<file path="src/rtl/deconcatenator.sv">
`default_nettype none
// +--------------------------------------------------------------------------+
// | deconcatenator: splits a framed byte stream into a byte segment and two   |
// | 96-bit word segments.                                  Revision: 1.0     |
// +--------------------------------------------------------------------------+
module deconcatenator #(
  parameter int FIRST_BYTES  = 144,
  parameter int SECOND_WORDS = 1,
  parameter int THIRD_WORDS  = 11
) (
  input  logic        i_clock,
  input  logic        i_reset,
  input  logic [7:0]  i_in_data,
  input  logic        i_in_valid,
  output logic        o_in_ready,
  output logic [7:0]  o_first_data,
  output logic        o_first_valid,
  input  logic        i_first_ready,
  output logic [95:0] o_second_data,
  output logic        o_second_valid,
  input  logic        i_second_ready,
  output logic [95:0] o_third_data,
  output logic        o_third_valid,
  input  logic        i_third_ready
);

  localparam int c_BYTE_MAX = (FIRST_BYTES > 12) ? FIRST_BYTES : 12;
  localparam int c_WORD_MAX = (SECOND_WORDS > THIRD_WORDS) ? SECOND_WORDS : THIRD_WORDS;
  localparam int c_BYTE_W   = $clog2(c_BYTE_MAX);
  localparam int c_WORD_W   = (c_WORD_MAX > 1) ? $clog2(c_WORD_MAX) : 1;
  localparam int c_ASM_W    = 88;

  localparam logic [c_BYTE_W-1:0] c_FIRST_LAST  = c_BYTE_W'(FIRST_BYTES - 1);
  localparam logic [c_BYTE_W-1:0] c_LANE_LAST   = c_BYTE_W'(11);
  localparam logic [c_WORD_W-1:0] c_SECOND_LAST = c_WORD_W'(SECOND_WORDS - 1);
  localparam logic [c_WORD_W-1:0] c_THIRD_LAST  = c_WORD_W'(THIRD_WORDS - 1);

  typedef enum logic [1:0] {
    ST_FIRST  = 2'd0,
    ST_SECOND = 2'd1,
    ST_THIRD  = 2'd2
  } state_t;

  state_t                r_state;
  state_t                w_state_next;
  logic [c_BYTE_W-1:0]   r_byte_cnt;
  logic [c_BYTE_W-1:0]   w_byte_cnt_next;
  logic [c_WORD_W-1:0]   r_word_cnt;
  logic [c_WORD_W-1:0]   w_word_cnt_next;
  logic [c_ASM_W-1:0]    r_asm;
  logic [7:0]            r_first_data;
  logic                  r_first_valid;
  logic [95:0]           r_second_data;
  logic                  r_second_valid;
  logic [95:0]           r_third_data;
  logic                  r_third_valid;

  logic w_in_ready;
  logic w_lane_last;
  logic w_assemble;
  logic w_load_first;
  logic w_load_second;
  logic w_load_third;

  assign w_lane_last = (r_byte_cnt == c_LANE_LAST);

  // Next-state, counters and handshake decode
  always_comb begin
    w_state_next    = r_state;
    w_byte_cnt_next = r_byte_cnt;
    w_word_cnt_next = r_word_cnt;
    w_in_ready      = 1'b0;
    w_assemble      = 1'b0;
    w_load_first    = 1'b0;
    w_load_second   = 1'b0;
    w_load_third    = 1'b0;
    case (r_state)
      ST_FIRST: begin
        w_in_ready = !r_first_valid || i_first_ready;
        if (i_in_valid && w_in_ready) begin
          w_load_first = 1'b1;
          if (r_byte_cnt == c_FIRST_LAST) begin
            w_byte_cnt_next = '0;
            w_state_next    = ST_SECOND;
          end else begin
            w_byte_cnt_next = r_byte_cnt + 1'b1;
          end
        end
      end
      ST_SECOND: begin
        w_in_ready = !w_lane_last || !r_second_valid || i_second_ready;
        if (i_in_valid && w_in_ready) begin
          if (w_lane_last) begin
            w_load_second   = 1'b1;
            w_byte_cnt_next = '0;
            if (r_word_cnt == c_SECOND_LAST) begin
              w_word_cnt_next = '0;
              w_state_next    = ST_THIRD;
            end else begin
              w_word_cnt_next = r_word_cnt + 1'b1;
            end
          end else begin
            w_assemble      = 1'b1;
            w_byte_cnt_next = r_byte_cnt + 1'b1;
          end
        end
      end
      ST_THIRD: begin
        w_in_ready = !w_lane_last || !r_third_valid || i_third_ready;
        if (i_in_valid && w_in_ready) begin
          if (w_lane_last) begin
            w_load_third    = 1'b1;
            w_byte_cnt_next = '0;
            if (r_word_cnt == c_THIRD_LAST) begin
              w_word_cnt_next = '0;
              w_state_next    = ST_FIRST;
            end else begin
              w_word_cnt_next = r_word_cnt + 1'b1;
            end
          end else begin
            w_assemble      = 1'b1;
            w_byte_cnt_next = r_byte_cnt + 1'b1;
          end
        end
      end
      default: begin
        w_state_next    = ST_FIRST;
        w_byte_cnt_next = '0;
        w_word_cnt_next = '0;
      end
    endcase
  end

  always_ff @(posedge i_clock or negedge i_reset) begin
    if (!i_reset) begin
      r_state    <= ST_FIRST;
      r_byte_cnt <= '0;
      r_word_cnt <= '0;
    end else begin
      r_state    <= w_state_next;
      r_byte_cnt <= w_byte_cnt_next;
      r_word_cnt <= w_word_cnt_next;
    end
  end

  // Lanes 0..10 are staged here; lane 11 goes straight into the output word
  always_ff @(posedge i_clock or negedge i_reset) begin
    if (!i_reset) begin
      r_asm <= '0;
    end else if (w_assemble) begin
      for (int k = 0; k < 11; k++) begin
        if (r_byte_cnt == c_BYTE_W'(k)) begin
          r_asm[8*k +: 8] <= i_in_data;
        end
      end
    end
  end

  always_ff @(posedge i_clock or negedge i_reset) begin
    if (!i_reset) begin
      r_first_data  <= '0;
      r_first_valid <= 1'b0;
    end else if (w_load_first) begin
      r_first_data  <= i_in_data;
      r_first_valid <= 1'b1;
    end else if (i_first_ready) begin
      r_first_valid <= 1'b0;
    end
  end

  always_ff @(posedge i_clock or negedge i_reset) begin
    if (!i_reset) begin
      r_second_data  <= '0;
      r_second_valid <= 1'b0;
    end else if (w_load_second) begin
      r_second_data  <= {i_in_data, r_asm};
      r_second_valid <= 1'b1;
    end else if (i_second_ready) begin
      r_second_valid <= 1'b0;
    end
  end

  always_ff @(posedge i_clock or negedge i_reset) begin
    if (!i_reset) begin
      r_third_data  <= '0;
      r_third_valid <= 1'b0;
    end else if (w_load_third) begin
      r_third_data  <= {i_in_data, r_asm};
      r_third_valid <= 1'b1;
    end else if (i_third_ready) begin
      r_third_valid <= 1'b0;
    end
  end

  assign o_in_ready     = w_in_ready && i_reset;
  assign o_first_data   = r_first_data;
  assign o_first_valid  = r_first_valid;
  assign o_second_data  = r_second_data;
  assign o_second_valid = r_second_valid;
  assign o_third_data   = r_third_data;
  assign o_third_valid  = r_third_valid;

endmodule
`default_nettype wire

</file>
<file path="config.mk">
export PLATFORM = sky130hd
export DESIGN_NAME = deconcatenator
export DESIGN_NICKNAME = d
export VERILOG_FILES = /design/src/rtl/deconcatenator.sv
export SDC_FILE = /design/constraint.sdc
export NUM_CORES = 1
export LEC_CHECK = 0
export ABC_CLOCK_PERIOD_IN_PS = 4150
export BUFFER_PORTS_ARGS = -buffer_cell sky130_fd_sc_hd__buf_2
export CORE_ASPECT_RATIO = 0.6
export CORE_MARGIN = 10
export CORE_UTILIZATION = 40
export DETAILED_ROUTE_END_ITERATION = 8
export HOLD_SLACK_MARGIN = 0.06
export PLACE_DENSITY_LB_ADDON = 0.05
export SYNTH_ARGS = -nofsm -noshare
export SYNTH_HDL_FRONTEND = slang
export SYNTH_SLANG_ARGS = --single-unit
</file>
<file path="constraint.sdc">
create_clock -name i_clock -period 4.15 [get_ports i_clock]
set_input_delay 0.415 -clock i_clock [delete_from_list [all_inputs] [get_ports i_clock]]
set_output_delay 0.415 -clock i_clock [all_outputs]
set_load 0.05 [all_outputs]
</file>
==> results.toml <==
[clock_network]
insertion_delay_ns = 0.56
path_clk_slew_ns = 0.07
ctsRootBufferMaster = "clkbuf_16"
cts_made_buffers = 30
htreeDepth = 1
cts.sinks = 305
cts_setup_buffers = 0
cts_tree = "yes"
cts_max_path_buffers = 3
cts_resized = 0

[timing]
slew_violations = 0
period_needed_ns = 3.00
fmax_ghz = 0.333
worstMarginPinSlew_ns = 1.11
timing.hold.ws_ns = 0.235
fin_ws_ns = 1.15
setup_viol_count_final = 0
fin_skew_ns = 0.0143
hold_viol_final = 0
rsz0062_at_grt = "false"
relSlewSlack = 0.254
setup-tns-final_ns = 0
period_share = 0.723

[placed_design]
io_buffers = 217
post-dp-hpwl_mm = 21.1
pre_cts_slack_ns = 1.35
gp_congestion = 0.794
dpl_cell_area_sq_um = 13400

[yosys]
ys_seq_area_frac = 0.639
synth_edf_count = 0
synthCells = 747
yosysUniqueCellTypes = 44
synth_fp_nets = 772
ys_warn_count = 0
syn_avg_cell_area_sq_um = 16.0
synth_seq_cells = 305
syn-cell-area_sq_um = 11900
synthArstFlopShare = 1.00
synth_ff_type = "dfrtp_1"

[layout]
layout.nets = 993
syn2layout_area_growth_pct = 21.6
fillers = 2530
multi_input_area_sq_um = 4080
stdcell_area_sq_um = 14500
seq_area_sq_um = 7630
drive_gt1_frac = 0.579
fin_util = 0.500

[global_route]
met1_usage = 0.212
busiest_layer = "met2"
met2_usage = 0.283
grt_pass1_wl_mm = 49.1
grt_start_max_net_pins = 123
first_global_vias = 7950
grt_use_met3 = 0.0388
grtUsageTotal = 0.167
antenna_found_initial = 0
grt.overflow.total = 0

[setup_path]
critical-path-slowest-cell = "dfrtp_1"
worstPathRequired_ns = 3.73
ff2ff_setup_slack_ns = 1.27
critPathArrivalTime_ns = 2.58
worst-path-max-fanout = 8
slowest_delay_ns = 0.42
worstSetupPathType = "reg -> out"
cp-end-kind = "output pin"
worstSetupStartpointType = "flip-flop"
cp_cell_sequence = "ha_1, nand3b_1, or2_2, o21ai_0, a311oi_1, buf_2"

[detailed_routing]
vias = 7055
ant_nets = 0
wl_per_cell_microns = 22.6
first_iter_violations = 404
wl_mm = 31.5
vias_per_cell = 5.07
drc = 0
dr.pass1.iters = 4

[power_and_ir_drop]
max-vdd-ir-drop_uv = 286
leakage_nw = 7.95
power_density_nw_per_um2 = 437

[die]
coreArea_sq_um = 29100
initial_core_util = 0.411
die_area_sq_um = 37400
die_w_microns = 243
rows = 48
ios = 218
die_h_microns = 154

[flow_run]
cap_violations = 0

[status]
status = "completed"

[hold_path]
min_path_type = "in -> reg"
-- repair_timing --
item                                    in CTS  in global routing
hold endpoints to repair                    50                  0
endpoints found under the setup margin       0                  0
hold buffers                                 1                  0
-- synth_stat cells (3+ instances only) --
cell        n  share of area
a22o_1      7         0.0051
mux2_1      5         0.0047
and3_1      4         0.0021
nor3_1      3         0.0013
clkbuf_1   12         0.0038
inv_1      10         0.0031
nand3_1     8         0.0034
mux2i_1     3         0.0025
nand2b_1    4         0.0021
dfrtp_1   305           0.64
nand2_1    14         0.0044
buf_6       6         0.0057
nor2b_1     4         0.0021
nor2_1      5         0.0016
o21ai_0    12         0.0050
ha_1       11          0.012
mux2_2    285           0.27
buf_2      14         0.0059
nand2_4     3         0.0028
-- final timing paths --
| kind | end | startpoint | cells past startpoint |
|---|---|---|---|
| max in group asynchronous | o_second_data[52] | i_reset | 3 |
| worst max-delay path | o_in_ready | r_byte_cnt[1] | 6 |
| worst max register to register | o_second_data[83] | r_byte_cnt[1] | 6 |
| min in group asynchronous | o_third_data[86] | i_reset | 2 |
| worst min-delay path | o_second_valid | i_second_ready | 3 |
| worst min register to register | o_second_data[89] | o_second_data[89] | 1 |
-- worst max-delay path: cells and delay by family (launching register included) --
| family | cells | cell delay (ns) |
|---|---|---|
| and+or+nand+nor | 2 | 0.48 |
| AOI/OAI and AO/OA | 2 | 0.45 |
| DFF | 1 | 0.42 |
| buffers and inverters | 1 | 0.35 |
| adders and majority gates | 1 | 0.32 |
-- stage by stage --
step / power, mW / cells
after floorplan: 3.28 / 747
after global placement: 3.41 / 1335
after detailed placement: 3.42 / 1335
after CTS: 6.43 / 1391
after global routing: 6.58 / 1391
final: 6.35 / 1392
-- cells by family after synthesis --
| family | after synthesis | synth area share |
|---|---|---|
| buffers and inverters | 44 | 0.0197 |
| AO/OA/AOI/OAI | 30 | 0.0179 |
| adder cells (fa/ha/maj) | 11 | 0.0115 |
| AND/OR/NAND/NOR | 64 | 0.0355 |
| multiplexers | 293 | 0.276 |
| flip-flops | 305 | 0.639 |
-- sequential cells by signal (all words and copies together), names as in the netlist --
signal / count
o_first_data: 8
o_first_valid: 1
o_second_data: 96
o_second_valid: 1
o_third_data: 96
o_third_valid: 1
r_asm: 88
r_byte_cnt: 8
r_state: 2
r_word_cnt: 4
-- cell type report --
cell class / instances / area share
flip-flops and latches: 305 / 0.526
multi-input cells: 398 / 0.281
repair buffers: 223 / 0.0813
clock buffers: 38 / 0.0587
well taps: 400 / 0.0345
clock inverters: 17 / 0.0165
inverters: 10 / 0.00258
diodes: 1 / 0.000172
-- routing by layer --
metal | up-vias | part of all wire
li1 | 3092 | -
met3 | 45 | 0.051
met5 | - | 0
met1 | 3768 | 0.44
met4 | 0 | 0.019
met2 | 150 | 0.49
-- where the power goes --
part           switching, mW  internal, mW  total [mW]
logic                  0.224        0.0840       0.307
clock network           1.17          1.82        2.99
registers             0.0498          3.01        3.06
total                   1.44          4.91        6.35
-- layout by cell type, fill, tap and decap left out, types with 2 or more instances in the layout --
master and instances:
bufinv_16 6, dfrtp_1 305, or3_1 2, nor4b_1 2, and4_4 2, nor2b_1 4, a21o_1 2, clkbuf_8 5
clkbuf_1 2, buf_4 2, nor2_1 5, mux2i_1 3, nand2_4 3, o21ai_0 12, nand3b_1 2, inv_1 10
nand2b_1 4, nor3_1 3, nand2_1 14, nand3_1 8, mux2_2 285, buf_12 3, clkinvlp_4 2, clkbuf_16 31
a21oi_1 2, buf_2 216, clkinv_2 9, and3_1 4, ha_1 11, a22o_1 7, mux2_1 5
(Power assumes the default switching activity.)
